**src/rtl/fft_bfp_scale_ctrl.sv**
```systemverilog
// Block-floating-point scaling scheduler for an 8-point FFT: scans each stage's input
// samples for guard-bit headroom, selects the sar_n path per stage and tracks the block exponent.
module fft_bfp_scale_ctrl #(
    parameter int unsigned N      = 4,
    parameter int unsigned POINTS = 8,
    parameter int unsigned STAGES = 3,
    parameter int unsigned EXP_W  = 2
) (
    input  logic                 clk,
    input  logic                 rst_n,
    input  logic                 start,
    input  logic                 abort,
    input  logic                 s_valid,
    input  logic [(2**N)-1:0]    s_data,
    output logic                 s_ready,
    output logic                 busy,
    output logic [1:0]           stage_idx,
    output logic                 shft_en,
    output logic                 stage_done,
    output logic                 done,
    output logic [EXP_W-1:0]     exponent
);

    localparam int unsigned W     = 2**N;
    localparam int unsigned CNT_W = $clog2(POINTS) + 1;

    typedef enum logic [1:0] {
        ST_IDLE   = 2'd0,
        ST_SCAN   = 2'd1,
        ST_DECIDE = 2'd2,
        ST_DONE   = 2'd3
    } state_t;

    state_t             state;
    logic [CNT_W-1:0]   cnt;
    logic               need;
    logic               shft_q;

    logic               accept;
    logic               guard_miss;
    logic               last_sample;
    logic               last_stage;
    logic [EXP_W-1:0]   exp_next;
    logic               unused_low_bits;

    // A sample lacks a guard bit when its two MSBs differ.
    assign guard_miss      = s_data[W-1] ^ s_data[W-2];
    assign unused_low_bits = ^s_data[W-3:0];

    assign accept      = s_valid & s_ready;
    assign last_sample = (cnt == CNT_W'(POINTS - 1));
    assign last_stage  = (stage_idx == 2'(STAGES - 1));

    // Saturating block-exponent increment.
    assign exp_next = (need && (exponent != {EXP_W{1'b1}})) ? exponent + EXP_W'(1) : exponent;

    // The datapath samples the select on stage_done, so expose the fresh decision during DECIDE.
    assign shft_en = (state == ST_DECIDE) ? need : shft_q;

    always_ff @(posedge clk or negedge rst_n) begin
        if (!rst_n) begin
            state      <= ST_IDLE;
            cnt        <= '0;
            need       <= 1'b0;
            shft_q     <= 1'b0;
            s_ready    <= 1'b0;
            busy       <= 1'b0;
            stage_idx  <= '0;
            stage_done <= 1'b0;
            done       <= 1'b0;
            exponent   <= '0;
        end else if (abort) begin
            state      <= ST_IDLE;
            cnt        <= '0;
            need       <= 1'b0;
            shft_q     <= 1'b0;
            s_ready    <= 1'b0;
            busy       <= 1'b0;
            stage_idx  <= '0;
            stage_done <= 1'b0;
            done       <= 1'b0;
            exponent   <= '0;
        end else begin
            case (state)
                ST_IDLE: begin
                    if (start) begin
                        state     <= ST_SCAN;
                        busy      <= 1'b1;
                        s_ready   <= 1'b1;
                        stage_idx <= '0;
                        exponent  <= '0;
                        cnt       <= '0;
                        need      <= 1'b0;
                        shft_q    <= 1'b0;
                    end
                end

                ST_SCAN: begin
                    if (accept) begin
                        cnt  <= cnt + CNT_W'(1);
                        need <= need | guard_miss;
                        if (last_sample) begin
                            state      <= ST_DECIDE;
                            s_ready    <= 1'b0;
                            stage_done <= 1'b1;
                        end
                    end
                end

                ST_DECIDE: begin
                    stage_done <= 1'b0;
                    shft_q     <= need;
                    exponent   <= exp_next;
                    cnt        <= '0;
                    need       <= 1'b0;
                    if (last_stage) begin
                        state <= ST_DONE;
                        done  <= 1'b1;
                    end else begin
                        state     <= ST_SCAN;
                        stage_idx <= stage_idx + 2'd1;
                        s_ready   <= 1'b1;
                    end
                end

                ST_DONE: begin
                    state <= ST_IDLE;
                    done  <= 1'b0;
                    busy  <= 1'b0;
                end

                default: begin
                    state <= ST_IDLE;
                end
            endcase
        end
    end

endmodule
```
**config.mk**
```make
export PLATFORM = sky130hd
export DESIGN_NAME = fft_bfp_scale_ctrl
export DESIGN_NICKNAME = d
export VERILOG_FILES = /design/src/rtl/fft_bfp_scale_ctrl.sv
export SDC_FILE = /design/constraint.sdc
export NUM_CORES = 1
export LEC_CHECK = 0
export BUFFER_PORTS_ARGS = -buffer_cell sky130_fd_sc_hd__buf_4
export CAP_MARGIN = 20
export CORE_MARGIN = 3
export CORE_UTILIZATION = 49
export CTS_CLUSTER_SIZE = 40
export DETAILED_ROUTE_END_ITERATION = 12
export PLACE_DENSITY = 0.78
export SYNTH_ARGS = -nofsm -noshare
export SYNTH_HDL_FRONTEND = slang
export SYNTH_SLANG_ARGS = --single-unit
```
**constraint.sdc**
```tcl
create_clock -name clk -period 2 [get_ports clk]
set_clock_uncertainty 0.15 [all_clocks]
set_input_delay 0 -clock clk [delete_from_list [all_inputs] [get_ports clk]]
set_output_delay 0 -clock clk [all_outputs]
set_load 0.02 [all_outputs]
```
Word-level counts from Yosys, hierarchy flattened
Cells that the tools add are included.
{ "totals": {"register_bits": 16, "latchBits": 0, "ramBits": 0, "rom_bits": 0, "input_bits": 21, "out_inout_bits": 9, "wordCells": 83, "mem_count": 0} }
{ "op_classes": {"add_sub_neg": 3, "n_mul": 0, "div_mod_pow": 0, "magnitude_cmp": 0, "n_eq_ne": 12, "shift": 0, "mux": 39, "bitwise": 3, "reduce_logical": 16} }
{ "op_table": {"columns": ["cell", "n"], "rows": [
  ["$mux W2", 10],
  ["$ne A3 B3 Y1 const B", 6],
  ["$mux W1", 16],
  ["$reduce_and A3 Y1", 5],
  ["$mux W4", 3],
  ["$pmux W4 S3", 1],
  ["$reduce_bool A3 Y1", 4],
  ["$pmux W1 S2", 4],
  ["$pmux W2 S2", 2],
  ["$pmux W2 S4", 1],
  ["$eq A2 B2 Y1 const B", 3],
  ["$pmux W1 S3", 2],
  ["$reduce_and A2 Y1", 3],
  ["$reduce_and A5 Y1", 1],
  ["$add A2 B1 Y2 const B", 2],
  ["$add A4 B1 Y4 const B", 1],
  ["$eq A4 B3 Y1 const B", 1],
  ["$reduce_bool A4 Y1", 1],
  ["$eq A2 B1 Y1 const B", 1],
  ["$logic_not A2 Y1", 1],
  ["$ne A2 B2 Y1 const B", 1],
  ["$and A1 B1 Y1", 1],
  ["$logic_and A1 B1 Y1", 1],
  ["$or A1 B1 Y1", 1],
  ["$xor A1 B1 Y1", 1]
]} }

Logic depth before layout (Yosys ltp)
{ "depth": {"ltp_word": 5, "ltp_mapped": 5, "depth_no_buf": 5} }

Least setup slack after synthesis
Ideal clock, no wire load.
{ "synth_path": {"path_kind": "flip-flop to flip-flop", "from": "register exponent[0]", "to": "register exponent[0]", "setup_ns": 0.083, "arrival_time_ns": 1.280, "required_time_ns": 1.767, "setup_slack_ns": 0.488, "stages_incl_launch_ff": 5, "n_path_buf": 0, "period_less_slack_ns": 1.512, "path_cell_list": "dfrtp_1 -> ha_1 -> nand3b_1 -> or4_1 -> o21ai_0"} }
{ "synth_between": {"elab_chain_len": 4, "word_cells_on_any_way": 8, "cone_classes": "1 x add/sub; 2 x eq/ne; 3 x mux; 2 x reduce/logical"} }
{ "synth_lines": {"columns": ["item", "line", "text"], "rows": [
  ["from (decl)", "21", "output logic [EXP_W-1:0] exponent"],
  ["from (signal assigned)", "113", "exponent <= exp_next;"],
  ["$add A2 B1 Y2 or $ne A2 B2 Y1 (tied branches)", "55", "assign exp_next = (need && (exponent != {EXP_W{1'b1}})) ? exponent + EXP_W'(1) : exponent;"],
  ["$mux W2 or $logic_and A1 B1 Y1 (tied branches)", "55", null],
  ["$pmux W2 S2 or $ne A3 B3 Y1 (tied branches)", null, null],
  ["$mux W2 or $reduce_and A3 Y1 (tied branches)", null, null]
]} }
Parallel ways exist; a longest one is shown, timed or not. The select of a mux whose other input is x is not followed.
A chain may end at the register's enable or synchronous reset.

Final worst setup path
{ "layout_path": {"from": "register state[1]", "to": "output port shft_en"} }
{ "layout_between": {"elab_chain_len": 2} }
{ "layout_lines": {"columns": ["item", "line", "text"], "rows": [
  ["from (decl)", "34", "state_t state;"],
  ["from (signal assigned)", "62", "state <= ST_IDLE;"],
  ["from (signal assigned)", "73", "state <= ST_IDLE;"],
  ["from (signal assigned)", "87", "state <= ST_SCAN;"],
  ["$eq A2 B2 Y1", "58", "assign shft_en = (state == ST_DECIDE) ? need : shft_q;"],
  ["$mux W1", "58", null],
  ["to (decl)", "18", "output logic shft_en,"]
]} }
Every way passes these cells.

==> metrics <==
floorplan row count 15; DIE HEIGHT 49.5 um; DR vias/cell about 5.6; CTS tree yes; first-pass GRT wire length around 3400 um; Final period util 0.849; ANT cells 0; total gr overflow 0; drt total wl approximately 2000 um; drt drc 0; Setup-failing EPs final 0; worst-margin pin slew 0.746 ns; clk slew on worst S/H paths roughly 0.090 ns; synthesized area per cell about 9.6 um2; post-DP HPWL roughly 1400 um; Die W 49.5 um; Worst slew margin 0.501; crit path max fanout 19; Fillers 149; Yosys warnings 0; Avg WL per Cell 13.8 um; Post-synth top flop dfrtp_1; initial DRC count 17; initial antenna violation count 0; H-tree depth 1; most frequent cells in the layout dfrtp_1, buf_4, a21oi_1; r2r setup slk approximately 0.35 ns; final RePlAce weighted congestion 0.832; area of the multi-input gates about 470 um2; Tot GR Track Use 0.173; Peak supply drop ~0.43 mV; Synth async-reset ratio 1.00; pwr dens ~540 mW/mm2; Final min period around 1.7 ns; IO Pins 30; Startpoint Class flip-flop; setup TNS 0 ns; pin count of the biggest net entering global routing 20; Critical Path End Type output port; Reg area around 400 um2; final hold violation count 0; Vias 799; CTS sink count 16; post-layout util 0.643; status complete, no violations; synthesized cell area approximately 900 um2; Slew Viols, Final 0; Static Leakage 0.536 nW; clk_lat worst skew about 0.28 ns; flop and latch count out of synthesis 16; clock tree buffer depth 2; core area about 0.0018 mm2; Mapped Nets around 120; share of cells above drive strength 1 0.188; PortBufs 15; clock root cell clkbuf_4; Seq/Total Area, Yosys 0.432; MaxCap Viol Count 0; total CTS buffers 3; Layout area overhead 22.3%; RSZ-0062 raised after global routing false; WP data required ~1.9 ns; Synth cell types 39; WP data arrival 1.55 ns; Starting Density 0.526; Hold WC Path Type in2reg; Fmax approximately 0.59 GHz; Setup CP Type reg2out; Syn Inst Count 97; Die ar. between 0.002 and 0.0025 mm2; Post-CTS Setup Inserts 0; DR pass1 iterations 4; number of synthesized flops with an enable pin 0; Detail Route Antenna Nets 0; final net count approximately 140; vias in the first global route between 700 and 800
==> what timing repair did <==
| action | CTS | global route |
|---|---|---|
| hold endpoints to repair | 26 | 0 |
| resized for setup | 0 | 0 |
| hold buffers | 7 | 0 |
==> cells in the mapped netlist, types with 2 or more instances <==
cell,instances,area (um2)
dfrtp_1,16,400
a21oi_1,10,50.1
nand2_1,7,26.3
inv_1,6,22.5
o21ai_0,6,30.0
nor3_1,5,25.0
nand3_1,4,20.0
buf_2,3,15.0
ha_1,3,37.5
nand4_1,3,18.8
nor2_1,3,11.3
and2_1,2,12.5
nand2b_1,2,12.5
or4_1,2,15.0
==> report_power, final <==
part / total [mW] / switching, mW / leakage, nW / internal (mW)
combinational: 0.0966 / 0.0499 / 0.304 / 0.0467
sequential: 0.344 / 0.0137 / 0.218 / 0.331
clock: 0.167 / 0.0976 / 0.0138 / 0.0698
==> stage by stage <==
stage / setup slack (ns) / power (mW) / std cells / hold slack, ns / area, um2
final: 0.302 / 0.608 / 142 / 0.396 / 1130
after global placement: 0.412 / 0.432 / 132 / -0.279 / 1040
after floorplan: 0.488 / 0.400 / 97 / -0.446 / 927
after CTS: 0.325 / 0.607 / 142 / 0.400 / 1130
after global routing: 0.231 / 0.637 / 142 / 0.417 / 1130
after detailed placement: 0.375 / 0.434 / 132 / -0.280 / 1040
==> final cells by class <==
| class | count | area share |
|---|---|---|
| multi-input cells | 69 | 0.412 |
| flip-flops and latches | 16 | 0.353 |
| repair buffers | 23 | 0.168 |
| well taps | 25 | 0.0276 |
| clock buffers | 3 | 0.0199 |
| inverters | 6 | 0.0199 |
==> critical path, stage by stage, from the launching register on <==
cell and delay (ns):
dfrtp_1 0.69, inv_1 0.17, o21ai_0 0.17, nand2_1 0.07
buf_4 0.16
==> kinds of logic after synthesis <==
group | Yosys count | synth area share
compound gates | 28 | 0.200
xor+xnor | 1 | 0.00945
fa+ha+maj | 3 | 0.0405
buf+inv | 12 | 0.0648
flops | 16 | 0.432
mux | 1 | 0.0121
simple gates | 36 | 0.242
==> sequential cells by signal, indices dropped and copies added, names as in the netlist <==
name,count
cnt,4
stage_idx,2
busy,1
stage_done,1
shft_q,1
exponent,2
need,1
state,2
done,1
s_ready,1
==> layer usage <==
metal	part of all wire	global-route usage
met4	0	0.0230
met1	0.49	0.243
met3	0.033	0.0332
met2	0.48	0.283
met5	0	0
==> worst paths after layout <==
| path | depth (start not counted) | to | start |
|---|---|---|---|
| hold / removal | 3 | state[0] | abort |
| min in group asynchronous | 3 | done | rst_n |
| setup / recovery | 4 | shft_en | state[1] |
| hold reg to reg | 1 | cnt[1] | cnt[1] |
| max in group asynchronous | 3 | cnt[0] | rst_n |
| setup reg to reg | 3 | cnt[0] | state[1] |
Note: power is estimated with default switching activity, not from simulation.
